===== src/rtl/sprocket_pkg.sv =====
// ============================================================================
// Module      : sprocket_pkg
// Description : Shared definitions for the sprocket CDS accumulator: default
//               widths, status bit positions and the sequencing FSM states.
// Revision    : 1.0 - initial release
// ============================================================================
`default_nettype none

package sprocket_pkg;

    localparam int DEF_PIXEL_CLUSTER_SIZE = 16;
    localparam int DEF_ADC_WIDTH          = 12;
    localparam int DEF_ACC_WIDTH          = 24;
    localparam int SKIP_WIDTH             = 10;
    localparam int STATUS_WIDTH           = 3;

    // status = {overflow, overrun, seq_err}
    localparam int STAT_SEQ_ERR  = 0;
    localparam int STAT_OVERRUN  = 1;
    localparam int STAT_OVERFLOW = 2;

    typedef enum logic [2:0] {
        ST_IDLE     = 3'd0,
        ST_CONV_PED = 3'd1,
        ST_WAIT_SIG = 3'd2,
        ST_CONV_SIG = 3'd3,
        ST_ACCUM    = 3'd4,
        ST_EMIT     = 3'd5,
        ST_WAIT_PED = 3'd6
    } cds_state_e;

endpackage

`default_nettype wire


===== src/rtl/sprocket_edge_det.sv =====
// ============================================================================
// Module      : sprocket_edge_det
// Description : Registered rising-edge detector for a sequencer strobe level.
//               rise_o is a single-cycle pulse one cycle after the level is
//               first sampled high; a held-high level produces no further
//               pulses.
// Ports       : clk, reset_n  - clock, asynchronous active-low reset
//               level_i       - strobe level
//               rise_o        - registered rising-edge pulse
// Revision    : 1.0 - initial release
// ============================================================================
`default_nettype none

module sprocket_edge_det (
    input  logic clk,
    input  logic reset_n,
    input  logic level_i,
    output logic rise_o
);

    logic prev_q;
    logic rise_q;

    always_ff @(posedge clk or negedge reset_n) begin
        if (!reset_n) begin
            prev_q <= 1'b0;
            rise_q <= 1'b0;
        end else begin
            prev_q <= level_i;
            rise_q <= level_i & ~prev_q;
        end
    end

    assign rise_o = rise_q;

endmodule

`default_nettype wire


===== src/rtl/sprocket_cds_accum.sv =====
// ============================================================================
// Module      : sprocket_cds_accum
// Description : Correlated double sampling accumulator. For each pixel, a
//               pedestal (phi1) and signal (phi2) conversion are requested
//               from the ADC; cds = pedestal - signal is summed over
//               max(skip_samples,1) pairs and the per-pixel sum is presented
//               on a valid/ready output.
// Config      : CDS_SATURATE_EN - when defined the accumulator clamps at the
//               signed ACC_WIDTH limits; otherwise it wraps. Overflow is
//               flagged in status either way.
// Ports       : clk, reset_n            - clock, async active-low reset
//               skip_samples           - CDS pairs per pixel (0 means 1)
//               sprocket_phi1/phi2     - pedestal/signal strobes (levels)
//               sprocket_eoc           - end-of-conversion flag
//               adc_start/done/data    - ADC handshake
//               pix_data/index/valid/ready - pixel result stream
//               status                 - sticky {overflow, overrun, seq_err}
// Revision    : 1.0 - initial release
// ============================================================================
`default_nettype none

module sprocket_cds_accum
    import sprocket_pkg::*;
#(
    parameter int PIXEL_CLUSTER_SIZE = DEF_PIXEL_CLUSTER_SIZE,
    parameter int ADC_WIDTH          = DEF_ADC_WIDTH,
    parameter int ACC_WIDTH          = DEF_ACC_WIDTH
) (
    input  logic                                  clk,
    input  logic                                  reset_n,
    input  logic [SKIP_WIDTH-1:0]                 skip_samples,
    input  logic                                  sprocket_phi1,
    input  logic                                  sprocket_phi2,
    output logic                                  sprocket_eoc,
    output logic                                  adc_start,
    input  logic                                  adc_done,
    input  logic [ADC_WIDTH-1:0]                  adc_data,
    output logic [ACC_WIDTH-1:0]                  pix_data,
    output logic [$clog2(PIXEL_CLUSTER_SIZE)-1:0] pix_index,
    output logic                                  pix_valid,
    input  logic                                  pix_ready,
    output logic [STATUS_WIDTH-1:0]               status
);

    localparam int IDX_W = $clog2(PIXEL_CLUSTER_SIZE);
    localparam int CDS_W = ADC_WIDTH + 1;
    localparam logic [IDX_W-1:0] LAST_IDX = IDX_W'(PIXEL_CLUSTER_SIZE - 1);
    localparam logic signed [ACC_WIDTH-1:0] ACC_MAX = {1'b0, {(ACC_WIDTH-1){1'b1}}};
    localparam logic signed [ACC_WIDTH-1:0] ACC_MIN = {1'b1, {(ACC_WIDTH-1){1'b0}}};

    cds_state_e                  state_q, state_d;
    logic [ADC_WIDTH-1:0]        ped_q;
    logic signed [CDS_W-1:0]     cds_q;
    logic signed [ACC_WIDTH-1:0] acc_q;
    logic [SKIP_WIDTH-1:0]       skip_cnt_q;
    logic [SKIP_WIDTH-1:0]       skip_max_q;
    logic [IDX_W-1:0]            pix_cnt_q;

    logic                        adc_start_q, adc_start_d;
    logic                        eoc_q, eoc_d;
    logic [ACC_WIDTH-1:0]        pix_data_q, pix_data_d;
    logic [IDX_W-1:0]            pix_index_q, pix_index_d;
    logic                        pix_valid_q, pix_valid_d;
    logic [STATUS_WIDTH-1:0]     status_q, status_d;

    logic w_phi1_rise, w_phi2_rise;
    logic w_phi1_ok, w_phi2_ok, w_seq_err, w_conv_done;
    logic [SKIP_WIDTH:0] w_cnt_inc;
    logic w_last_sample;
    logic signed [ACC_WIDTH-1:0] w_cds_ext, w_sum, w_acc_next;
    logic w_ovf;

    sprocket_edge_det u_edge_phi1 (
        .clk     (clk),
        .reset_n (reset_n),
        .level_i (sprocket_phi1),
        .rise_o  (w_phi1_rise)
    );

    sprocket_edge_det u_edge_phi2 (
        .clk     (clk),
        .reset_n (reset_n),
        .level_i (sprocket_phi2),
        .rise_o  (w_phi2_rise)
    );

    // An edge is only accepted alone and in the state waiting for it; any
    // other edge (including a simultaneous phi1+phi2 pair) is a sequencing error.
    assign w_phi1_ok = w_phi1_rise && !w_phi2_rise &&
                       (state_q == ST_IDLE || state_q == ST_WAIT_PED);
    assign w_phi2_ok = w_phi2_rise && !w_phi1_rise && (state_q == ST_WAIT_SIG);
    assign w_seq_err = (w_phi1_rise || w_phi2_rise) && !(w_phi1_ok || w_phi2_ok);

    // adc_done outside a conversion state (e.g. a conversion orphaned by reset)
    // is dropped here.
    assign w_conv_done = adc_done && (state_q == ST_CONV_PED || state_q == ST_CONV_SIG);

    assign w_cnt_inc     = {1'b0, skip_cnt_q} + 1'b1;
    assign w_last_sample = (w_cnt_inc >= {1'b0, skip_max_q});

    // Signed accumulate; overflow when both operands share a sign the sum lacks.
    assign w_cds_ext = {{(ACC_WIDTH-CDS_W){cds_q[CDS_W-1]}}, cds_q};
    assign w_sum     = acc_q + w_cds_ext;
    assign w_ovf     = (acc_q[ACC_WIDTH-1] == w_cds_ext[ACC_WIDTH-1]) &&
                       (w_sum[ACC_WIDTH-1] != acc_q[ACC_WIDTH-1]);
`ifdef CDS_SATURATE_EN
    assign w_acc_next = w_ovf ? (acc_q[ACC_WIDTH-1] ? ACC_MIN : ACC_MAX) : w_sum;
`else
    assign w_acc_next = w_sum;
`endif

    // ---------------- FSM: state register ----------------
    always_ff @(posedge clk or negedge reset_n) begin
        if (!reset_n) begin
            state_q <= ST_IDLE;
        end else begin
            state_q <= state_d;
        end
    end

    // ---------------- FSM: next state ----------------
    always_comb begin
        state_d = state_q;
        case (state_q)
            ST_IDLE:     if (w_phi1_ok)   state_d = ST_CONV_PED;
            ST_CONV_PED: if (adc_done)    state_d = ST_WAIT_SIG;
            ST_WAIT_SIG: if (w_phi2_ok)   state_d = ST_CONV_SIG;
            ST_CONV_SIG: if (adc_done)    state_d = ST_ACCUM;
            ST_ACCUM:    state_d = w_last_sample ? ST_EMIT : ST_WAIT_PED;
            ST_EMIT:     state_d = (pix_cnt_q == LAST_IDX) ? ST_IDLE : ST_WAIT_PED;
            ST_WAIT_PED: if (w_phi1_ok)   state_d = ST_CONV_PED;
            default:     state_d = ST_IDLE;
        endcase
    end

    // ---------------- FSM: outputs ----------------
    always_comb begin
        adc_start_d = w_phi1_ok || w_phi2_ok;
        eoc_d       = eoc_q;
        pix_valid_d = pix_valid_q;
        pix_data_d  = pix_data_q;
        pix_index_d = pix_index_q;
        status_d    = status_q;

        if (w_conv_done) begin
            eoc_d = 1'b1;
        end else if (w_phi1_rise || w_phi2_rise) begin
            eoc_d = 1'b0;
        end

        if (pix_valid_q && pix_ready) begin
            pix_valid_d = 1'b0;
        end

        if (state_q == ST_EMIT) begin
            pix_valid_d = 1'b1;
            pix_data_d  = acc_q;
            pix_index_d = pix_cnt_q;
            if (pix_valid_q && !pix_ready) begin
                status_d[STAT_OVERRUN] = 1'b1;
            end
        end

        if (w_seq_err) begin
            status_d[STAT_SEQ_ERR] = 1'b1;
        end
        if (state_q == ST_ACCUM && w_ovf) begin
            status_d[STAT_OVERFLOW] = 1'b1;
        end
    end

    always_ff @(posedge clk or negedge reset_n) begin
        if (!reset_n) begin
            adc_start_q <= 1'b0;
            eoc_q       <= 1'b0;
            pix_valid_q <= 1'b0;
            pix_data_q  <= '0;
            pix_index_q <= '0;
            status_q    <= '0;
        end else begin
            adc_start_q <= adc_start_d;
            eoc_q       <= eoc_d;
            pix_valid_q <= pix_valid_d;
            pix_data_q  <= pix_data_d;
            pix_index_q <= pix_index_d;
            status_q    <= status_d;
        end
    end

    // ---------------- Datapath ----------------
    always_ff @(posedge clk or negedge reset_n) begin
        if (!reset_n) begin
            ped_q      <= '0;
            cds_q      <= '0;
            acc_q      <= '0;
            skip_cnt_q <= '0;
            skip_max_q <= '0;
            pix_cnt_q  <= '0;
        end else begin
            // skip_samples is captured once, on the first pedestal of a pixel.
            if (w_phi1_ok && skip_cnt_q == '0) begin
                skip_max_q <= (skip_samples == '0) ? SKIP_WIDTH'(1) : skip_samples;
            end
            case (state_q)
                ST_CONV_PED: if (adc_done) ped_q <= adc_data;
                ST_CONV_SIG: if (adc_done) cds_q <= {1'b0, ped_q} - {1'b0, adc_data};
                ST_ACCUM: begin
                    acc_q      <= w_acc_next;
                    skip_cnt_q <= skip_cnt_q + 1'b1;
                end
                ST_EMIT: begin
                    acc_q      <= '0;
                    skip_cnt_q <= '0;
                    pix_cnt_q  <= (pix_cnt_q == LAST_IDX) ? '0 : pix_cnt_q + 1'b1;
                end
                default: ;
            endcase
        end
    end

    assign adc_start    = adc_start_q;
    assign sprocket_eoc = eoc_q;
    assign pix_valid    = pix_valid_q;
    assign pix_data     = pix_data_q;
    assign pix_index    = pix_index_q;
    assign status       = status_q;

endmodule

`default_nettype wire


===== config.mk =====
export PLATFORM = sky130hd
export DESIGN_NAME = sprocket_cds_accum
export DESIGN_NICKNAME = d
export VERILOG_FILES = /design/src/rtl/sprocket_pkg.sv /design/src/rtl/sprocket_edge_det.sv /design/src/rtl/sprocket_cds_accum.sv
export SDC_FILE = /design/constraint.sdc
export NUM_CORES = 1
export LEC_CHECK = 0
export CAP_MARGIN = 20
export CELL_PAD_IN_SITES_DETAIL_PLACEMENT = 0
export CELL_PAD_IN_SITES_GLOBAL_PLACEMENT = 1
export CORE_ASPECT_RATIO = 2
export CORE_UTILIZATION = 45
export CTS_BUF_LIST = sky130_fd_sc_hd__clkbuf_4 sky130_fd_sc_hd__clkbuf_8 sky130_fd_sc_hd__clkbuf_16
export DETAILED_ROUTE_END_ITERATION = 16
export PLACE_DENSITY = 0.78
export SYNTH_ARGS = -nofsm -noshare
export SYNTH_HDL_FRONTEND = slang
export SYNTH_SLANG_ARGS = --single-unit
export TNS_END_PERCENT = 30

===== constraint.sdc =====
create_clock -name clk -period 4.7 [get_ports clk]
set_input_delay 0.705 -clock clk [delete_from_list [all_inputs] [get_ports clk]]
set_output_delay 0.705 -clock clk [all_outputs]
set_load 0.005 [all_outputs]

==> Implementation_results.wiki, run 1 <==
{| class="wikitable"
! Metric !! Value
|-
| Number of enable flip-flop cells after synthesis || 0
|-
| Number of hold buffers added after cts || 0
|-
| Cell Rows || 61
|-
| Root cell of the clock tree || clkbuf_16
|-
| Kind of end point of the critical path || flop
|-
| Synth top area cells || dfrtp_1 (44%), ha_1 (9.3%), nand2_1 (9.3%)
|-
| Terminus of the critical flop-to-flop path || acc_q[19]
|-
| Required @ worst endpoint || 4980 ps
|-
| Worst skew pair latency || 410 ps
|-
| Residual antenna-violating net count after detailed routing || 0
|-
| Overall Power || 5.46 mW
|-
| Share of async-settable or async-resettable flops after synthesis || 100%
|-
| Maximum clock insertion buffer count || 2
|-
| Antenna Cells || 0
|-
| Reg2reg start || cds_q[12]
|-
| Via count || 5069
|-
| Average footprint of a synthesized cell || 9.28 um2
|-
| Half-perimeter wire length after detailed placement || 10.1 mm
|-
| Count of unresolved DRC violations after routing || 0
|-
| Post-Synthesis Cells || 694
|-
| Timing startpoint of the critical path || adc_data[1]
|-
| Number of distinct standard cells referenced by the synthesized netlist || 60
|-
| CTS H-tree lvls || 4
|-
| VDD IR max || 0.334 mV
|-
| Total clock buffers created by CTS || 17
|-
| Grt ovf || 0
|-
| Filler-free cell count of the finished design || 958
|-
| Worst Setup Start Kind || primary input
|-
| Clock tree from TritonCTS || done
|-
| Most frequent cells after synthesis || nand2_1 (159), dfrtp_1 (114), o21ai_0 (53)
|-
| Setup clock skew after layout || 6.47 ps
|-
| Dominant cell by count in the synthesized netlist || nand2_1
|-
| DRC violation total after the first TritonRoute iteration || 223
|-
| Hold WC Path Type || reg -> reg
|-
| Normalized max-slew margin || 38.8%
|-
| Timing endpoint of the critical path || cds_q[11]
|-
| Post-layout min period || 3150 ps
|-
| Port Buffers || 61
|-
| Post-synthesis sequential element count || 114
|-
| Filler Cells Inserted || 1291
|-
| Areal power density over the cells || 692 nW/um2
|-
| Count of boundary I/O pins || 62
|-
| Die Width || 86.6 um
|-
| Register-to-Register Setup Slack || 1840 ps
|-
| Maximum fanout along the worst path || 3
|-
| Initial antenna violation count || 0
|-
| Synth top area share || 44.3%
|-
| Post-detailed-route wirelength per cell || 14.6 um
|-
| Area of the die || 14800 um2
|-
| Synth Flop Type || dfrtp_1
|-
| Number of global-route vias before repair || 5205
|-
| Clock slew at the register clock pins of the worst setup and hold paths || 60 ps
|-
| Library cell occupying the most area in the post-synthesis netlist || dfrtp_1
|-
| Post-CTS Setup Inserts || 0
|-
| Cell depth of the worst flop-to-flop path || 8
|-
| Area growth, synth to finish || 22.4%
|-
| Count of max-cap constraint violations || 0
|-
| Maximum number of pins on one net before global-route repair || 74
|-
| Crit share post-route || 67.0%
|-
| Total count of max-transition violations in the final report || 0
|-
| Yosys warning count || 0
|-
| Result of the run || completed
|-
| Post-cts resize count || 0
|-
| Setup violations, final || 0
|-
| Reported leakage power || 3.79 nW
|-
| Critical path class || in -> reg
|-
| Nets || 834
|-
| Vertical die dimension || 171 um
|-
| Fmax || 317 MHz
|-
| Worst-Margin Slew || 895 ps
|-
| Overall fraction of global-route tracks in use || 20.8%
|-
| Total Negative Setup Slacks || 0 ps
|-
| Crit path DAT || 3430 ps
|-
| WL final || 14.0 mm
|-
| Sink count of the clock tree || 114
|-
| Core area || 14000 um2
|-
| Via-to-Cell Ratio || 5.29
|-
| Post-synthesis sequential area ratio || 44.3%
|-
| Final weighted congestion in routability-driven placement || 0.859
|-
| Total iterations of the first detailed-routing run || 4
|-
| Syn Std Cell Area || 6440 um2
|-
| Final hold vios || 0
|-
| Total placed cells including tap cells || 925
|-
| Net Count, Synth || 772
|-
| Starting density of the core || 46.1%
|-
| Fraction of final layout cells sized beyond drive strength 1 || 9.36%
|-
| Wire length of the first global-routing pass || 24.1 mm
|-
| Setup repair after global routing missed its margin || false
|}
## worst min-delay path by stage
stage	cells after the start	from	end
2_1_floorplan	1	u_edge_phi1.prev_q	u_edge_phi1.rise_o
3_3_place_gp	1	u_edge_phi1.prev_q	u_edge_phi1.rise_o
3_5_place_dp	1	u_edge_phi1.prev_q	u_edge_phi1.rise_o
4_1_cts	1	u_edge_phi1.prev_q	u_edge_phi1.rise_o
5_1_grt	1	u_edge_phi1.prev_q	u_edge_phi1.rise_o
6_report	1	u_edge_phi1.prev_q	u_edge_phi1.rise_o
## state kept, by name, summed over array words and instances, names as in the netlist
register	cells
ped_q	12
skip_max_q	10
sprocket_eoc	1
status	3
u_edge_phi1.prev_q	1
adc_start	1
u_edge_phi2.prev_q	1
state_q	3
cds_q	13
u_edge_phi1.rise_o	1
pix_cnt_q	4
pix_index	4
acc_q	24
skip_cnt_q	10
pix_data	24
u_edge_phi2.rise_o	1
pix_valid	1
## report_power, final
group / internal, mW / switching [mW]
clock network: 0.922 / 0.467
registers: 1.36 / 0.325
logic: 1.13 / 1.26
## placed cells by master (no fill, tap or decap), drive strengths merged, types with 4 or more instances in the layout
| cell | netlist | layout |
|---|---|---|
| nor2 | 23 | 23 |
| buf | 2 | 7 |
| clkdlybuf4s50 | 0 | 60 |
| dfrtp | 114 | 114 |
| xor2 | 18 | 18 |
| or3 | 5 | 5 |
| a21oi | 27 | 27 |
| nand3 | 14 | 14 |
| xnor2 | 16 | 16 |
| clkbuf | 22 | 20 |
| mux2 | 19 | 19 |
| o21bai | 4 | 4 |
| nand2 | 159 | 159 |
| nor2b | 9 | 9 |
| nand2b | 10 | 10 |
| o31ai | 6 | 6 |
| nand4 | 6 | 6 |
| o21a | 5 | 5 |
| a22o | 5 | 5 |
| clkinvlp | 0 | 5 |
| bufinv | 0 | 4 |
| a211oi | 6 | 6 |
| nor3 | 14 | 14 |
| and3 | 5 | 5 |
| a21o | 15 | 15 |
| ha | 48 | 48 |
| o21ai | 60 | 60 |
| inv | 35 | 36 |
| a31oi | 4 | 4 |
## cells by family after synthesis
| group | after synthesis | share of synthesized area [%] |
|---|---|---|
| AND/OR/NAND/NOR | 252 | 17.0 |
| AO/OA/AOI/OAI | 163 | 16.8 |
| flip-flops | 114 | 44.3 |
| buffers and inverters | 59 | 3.55 |
| adder cells (fa/ha/maj) | 50 | 9.94 |
| XOR/XNOR | 34 | 4.62 |
| multiplexers | 22 | 3.79 |
## cell type report
cell class / instances / area (um2) / share of cell area, %
clock buffers: 20 / 460 / 5.84
clock inverters: 12 / 180 / 2.28
inverters: 35 / 131 / 1.67
multi-input cells: 521 / 3370 / 42.7
flip-flops and latches: 114 / 2850 / 36.2
well taps: 189 / 236 / 3.00
repair buffers: 67 / 657 / 8.33
## worst max-delay path, cell delays in order
cell	delay (ps)
clkdlybuf4s50_1	520
inv_1	60
ha_1	280
nor2b_1	130
o21ai_0	170
nand2b_1	140
a2111oi_0	840
o31a_1	290
a21oi_1	90
xnor2_1	120
o21ai_0	80
## through the flow
step                      setup WS [ps]  hold slack, ps  area (um2)  util [%]
after floorplan                    2150             378        6440         -
after global placement             1210             383        7230      51.8
after detailed placement           1130             388        7230      51.8
after CTS                          1560             396        7880      56.4
after global routing               1320             423        7890      56.5
final                              1550             393        7890      56.5
## routing by layer
metal,GRT usage [%],routed length (um),up-vias
li1,-,-,2567
met1,23.0,5800,2411
met2,38.7,7610,75
met3,4.08,354,16
met4,7.39,191,0
met5,0,0,-
No activity file was read; power rests on OpenSTA's default activity.
==> run 2: changes to the inputs <==
--- a/config.mk
+++ b/config.mk
@@ -9,10 +9,10 @@
 export CELL_PAD_IN_SITES_DETAIL_PLACEMENT = 0
 export CELL_PAD_IN_SITES_GLOBAL_PLACEMENT = 1
 export CORE_ASPECT_RATIO = 2
-export CORE_UTILIZATION = 45
+export CORE_UTILIZATION = 40
 export CTS_BUF_LIST = sky130_fd_sc_hd__clkbuf_4 sky130_fd_sc_hd__clkbuf_8 sky130_fd_sc_hd__clkbuf_16
 export DETAILED_ROUTE_END_ITERATION = 16
-export PLACE_DENSITY = 0.78
+export PLACE_DENSITY = 0.73
 export SYNTH_ARGS = -nofsm -noshare
 export SYNTH_HDL_FRONTEND = slang
 export SYNTH_SLANG_ARGS = --single-unit
==> constraint.sdc (replaced) <==
create_clock -name clk -period 2.7 [get_ports clk]
set_input_delay 0.405 -clock clk [delete_from_list [all_inputs] [get_ports clk]]
set_output_delay 0.405 -clock clk [all_outputs]
set_load 0.005 [all_outputs]
==> Implementation_results.wiki, run 2 (synthesis results as in run 1) <==
{| class="wikitable"
! Metric !! Value
|-
| Critical path class || reg -> reg
|-
| Proportion of power drawn by combinational gates || 46.7% (+3.0 points)
|-
| Post-layout worst setup margin || 103 ps (-1450 ps)
|-
| Residual antenna-violating net count after detailed routing || 0 (unchanged)
|-
| Via count || 5244 (+3.5%)
|-
| Antenna Cells || 0 (unchanged)
|-
| Root cell of the clock tree || clkbuf_16
|-
| Area of the die || 16600 um2 (+12%)
|-
| Initial antenna violation count || 0 (unchanged)
|-
| Cell Rows || 65 (+6.6%)
|-
| Register-to-Register Setup Slack || 100 ps (-1740 ps)
|-
| Core area || 15800 um2 (+13%)
|-
| WL final || 14.9 mm (+6.4%)
|-
| Starting density of the core || 40.8% (-5.3 points)
|-
| Hold WC Path Type || in -> async
|-
| Switching Power || 3.72 mW (+82%)
|-
| Final weighted congestion in routability-driven placement || 0.861 (+0.16%)
|-
| Setup repair after global routing missed its margin || true
|-
| Worst slack at placement || -411 ps (-1550 ps)
|-
| Worst-Margin Slew || 626 ps (-269 ps)
|-
| Count of boundary I/O pins || 62 (unchanged)
|-
| Int Power || 6.02 mW (+76%)
|-
| Grt ovf || 0 (unchanged)
|-
| Normalized max-slew margin || 58.3% (+19 points)
|-
| Total clock buffers created by CTS || 17 (unchanged)
|-
| Post-layout min period || 2600 ps
|-
| Count of max-cap constraint violations || 0 (unchanged)
|-
| Number of global-route vias before repair || 5389 (+3.5%)
|-
| Clock slew at the register clock pins of the worst setup and hold paths || 60 ps (about the same)
|-
| Sink count of the clock tree || 114 (unchanged)
|-
| Post-detailed-route wirelength per cell || 14.8 um (+1.8%)
|-
| Total iterations of the first detailed-routing run || 4 (unchanged)
|-
| CTS H-tree lvls || 4 (unchanged)
|-
| Most common library cell in the layout ignoring fill and taps || nand2_1
|-
| Overall fraction of global-route tracks in use || 19.2% (-1.6 points)
|-
| Switching Share || 38.2% (+0.68 points)
|-
| Maximum clock insertion buffer count || 2 (unchanged)
|-
| Nets || 865 (+3.7%)
|-
| Total count of max-transition violations in the final report || 0 (unchanged)
|-
| Vertical die dimension || 181 um (+6.0%)
|-
| Die Width || 91.7 um (+5.9%)
|-
| Hold WS || 338 ps (-55.2 ps)
|-
| Area growth, synth to finish || 27.5%
|-
| Via-to-Cell Ratio || 5.24 (-0.99%)
|-
| VDD IR max || 0.553 mV (+65%)
|-
| Post-Route Utilization || 52.1% (-4.4 points)
|-
| Port Buffers || 61 (unchanged)
|-
| Fraction of final layout cells sized beyond drive strength 1 || 14.5% (+5.1 points)
|-
| Wire length of the first global-routing pass || 25.4 mm (+5.2%)
|-
| Required @ worst endpoint || 2990 ps (-1990 ps)
|-
| Cell depth of the worst flop-to-flop path || 11 (+3)
|-
| Portion of total power attributed to sequential cells || 29.6% (-1.3 points)
|-
| Clock tree from TritonCTS || done
|-
| Areal power density over the cells || 1190 nW/um2 (+71%)
|-
| Fmax || 385 MHz
|-
| Count of unresolved DRC violations after routing || 0 (unchanged)
|-
| Terminus of the critical flop-to-flop path || acc_q[22]
|-
| Kind of end point of the critical path || flop
|-
| Crit path DAT || 2880 ps (-550 ps)
|-
| Half-perimeter wire length after detailed placement || 10.8 mm (+6.8%)
|-
| Final hold vios || 0 (unchanged)
|-
| Result of the run || completed
|-
| Setup violations, final || 0 (unchanged)
|-
| Reported leakage power || 3.94 nW (+3.8%)
|-
| Setup clock skew after layout || 14.0 ps (+7.58 ps)
|-
| Reg2reg start || cds_q[0]
|-
| Worst Setup Start Kind || flop
|-
| Crit share post-route || 96.2%
|-
| Leading cell types in the layout, fill and taps excluded || nand2_1 (159), dfrtp_1 (114), clkdlybuf4s50_1 (60)
|-
| Worst skew pair latency || 420 ps (about the same)
|-
| Maximum number of pins on one net before global-route repair || 63 (-15%)
|-
| Clock network fraction of design power || 23.8% (-1.6 points)
|-
| DRC violation total after the first TritonRoute iteration || 215 (-3.6%)
|-
| Maximum fanout along the worst path || 4 (+1)
|-
| Overall Power || 9.74 mW (+78%)
|}
-- run 2: worst max-delay path by stage --
stage                  start    endpoint  slack [ps]
3_3_place_gp     adc_data[1]   cds_q[11]        -320
3_5_place_dp     adc_data[1]   cds_q[11]        -410
6_report            cds_q[0]   acc_q[22]         100
5_1_grt        skip_cnt_q[0]  state_q[0]         -50
4_1_cts          adc_data[1]   cds_q[11]           3
2_1_floorplan  skip_cnt_q[0]  state_q[0]         150
-- run 2: worst max-delay path, cell delays in order (launching register included) --
cell and delay, ps:
dfrtp_1 390, ha_1 240, inv_1 80, fa_1 190, nor2b_1 70, o31a_1 290, o21ai_2 230, a31oi_4 150
a41o_1 320, a221oi_2 260, xor2_1 170, o21ai_1 70
-- run 2: power groups by stage --
stage / sequential, mW / combinational, mW / clock, mW
3_5_place_dp: 2.91 / 4.43 / 0
4_1_cts: 2.89 / 4.47 / 2.36
5_1_grt: 2.99 / 5.09 / 2.44
2_1_floorplan: 2.77 / 3.10 / 0
6_report: 2.88 / 4.54 / 2.31
3_3_place_gp: 2.88 / 4.32 / 0
-- run 2: timing repair --
action | CTS | global route
buffers inserted | 0 | 5
pin swaps | 1 | 10
hold buffers | 1 | 0
resized for setup | 2 | 22
endpoints found under the setup margin | 2 | 11
gates cloned | 0 | 0
endpoints found under the hold margin | 4 | 0
-- run 2: cell type report --
class | instances | area [um2]
Multi-Input combinational cell | 521 | 3460
Sequential cell | 114 | 2850
Timing Repair Buffer | 98 | 905
Clock buffer | 17 | 425
Clock inverter | 15 | 184
Tap cell | 201 | 251
Inverter | 35 | 131
Fill cell | 1483 | 7560
-- run 2: metal layers --
metal  track usage, %  up-vias  wire length (um)
met3             3.48       29               388
met4             8.94        0               373
met1             20.9     2497              5910
met2             35.3      100              8190
li1                 -     2618                 -
met5                0        -                 0
-- run 2: per-stage QoR --
stage / std cells / area, um2 / setup TNS [ps]
4_1_cts: 996 / 8080 / 0
3_5_place_dp: 963 / 7460 / -1520
5_1_grt: 1001 / 8210 / -89.1
3_3_place_gp: 963 / 7460 / -1120
6_report: 1001 / 8210 / 0
2_1_floorplan: 694 / 6440 / 0
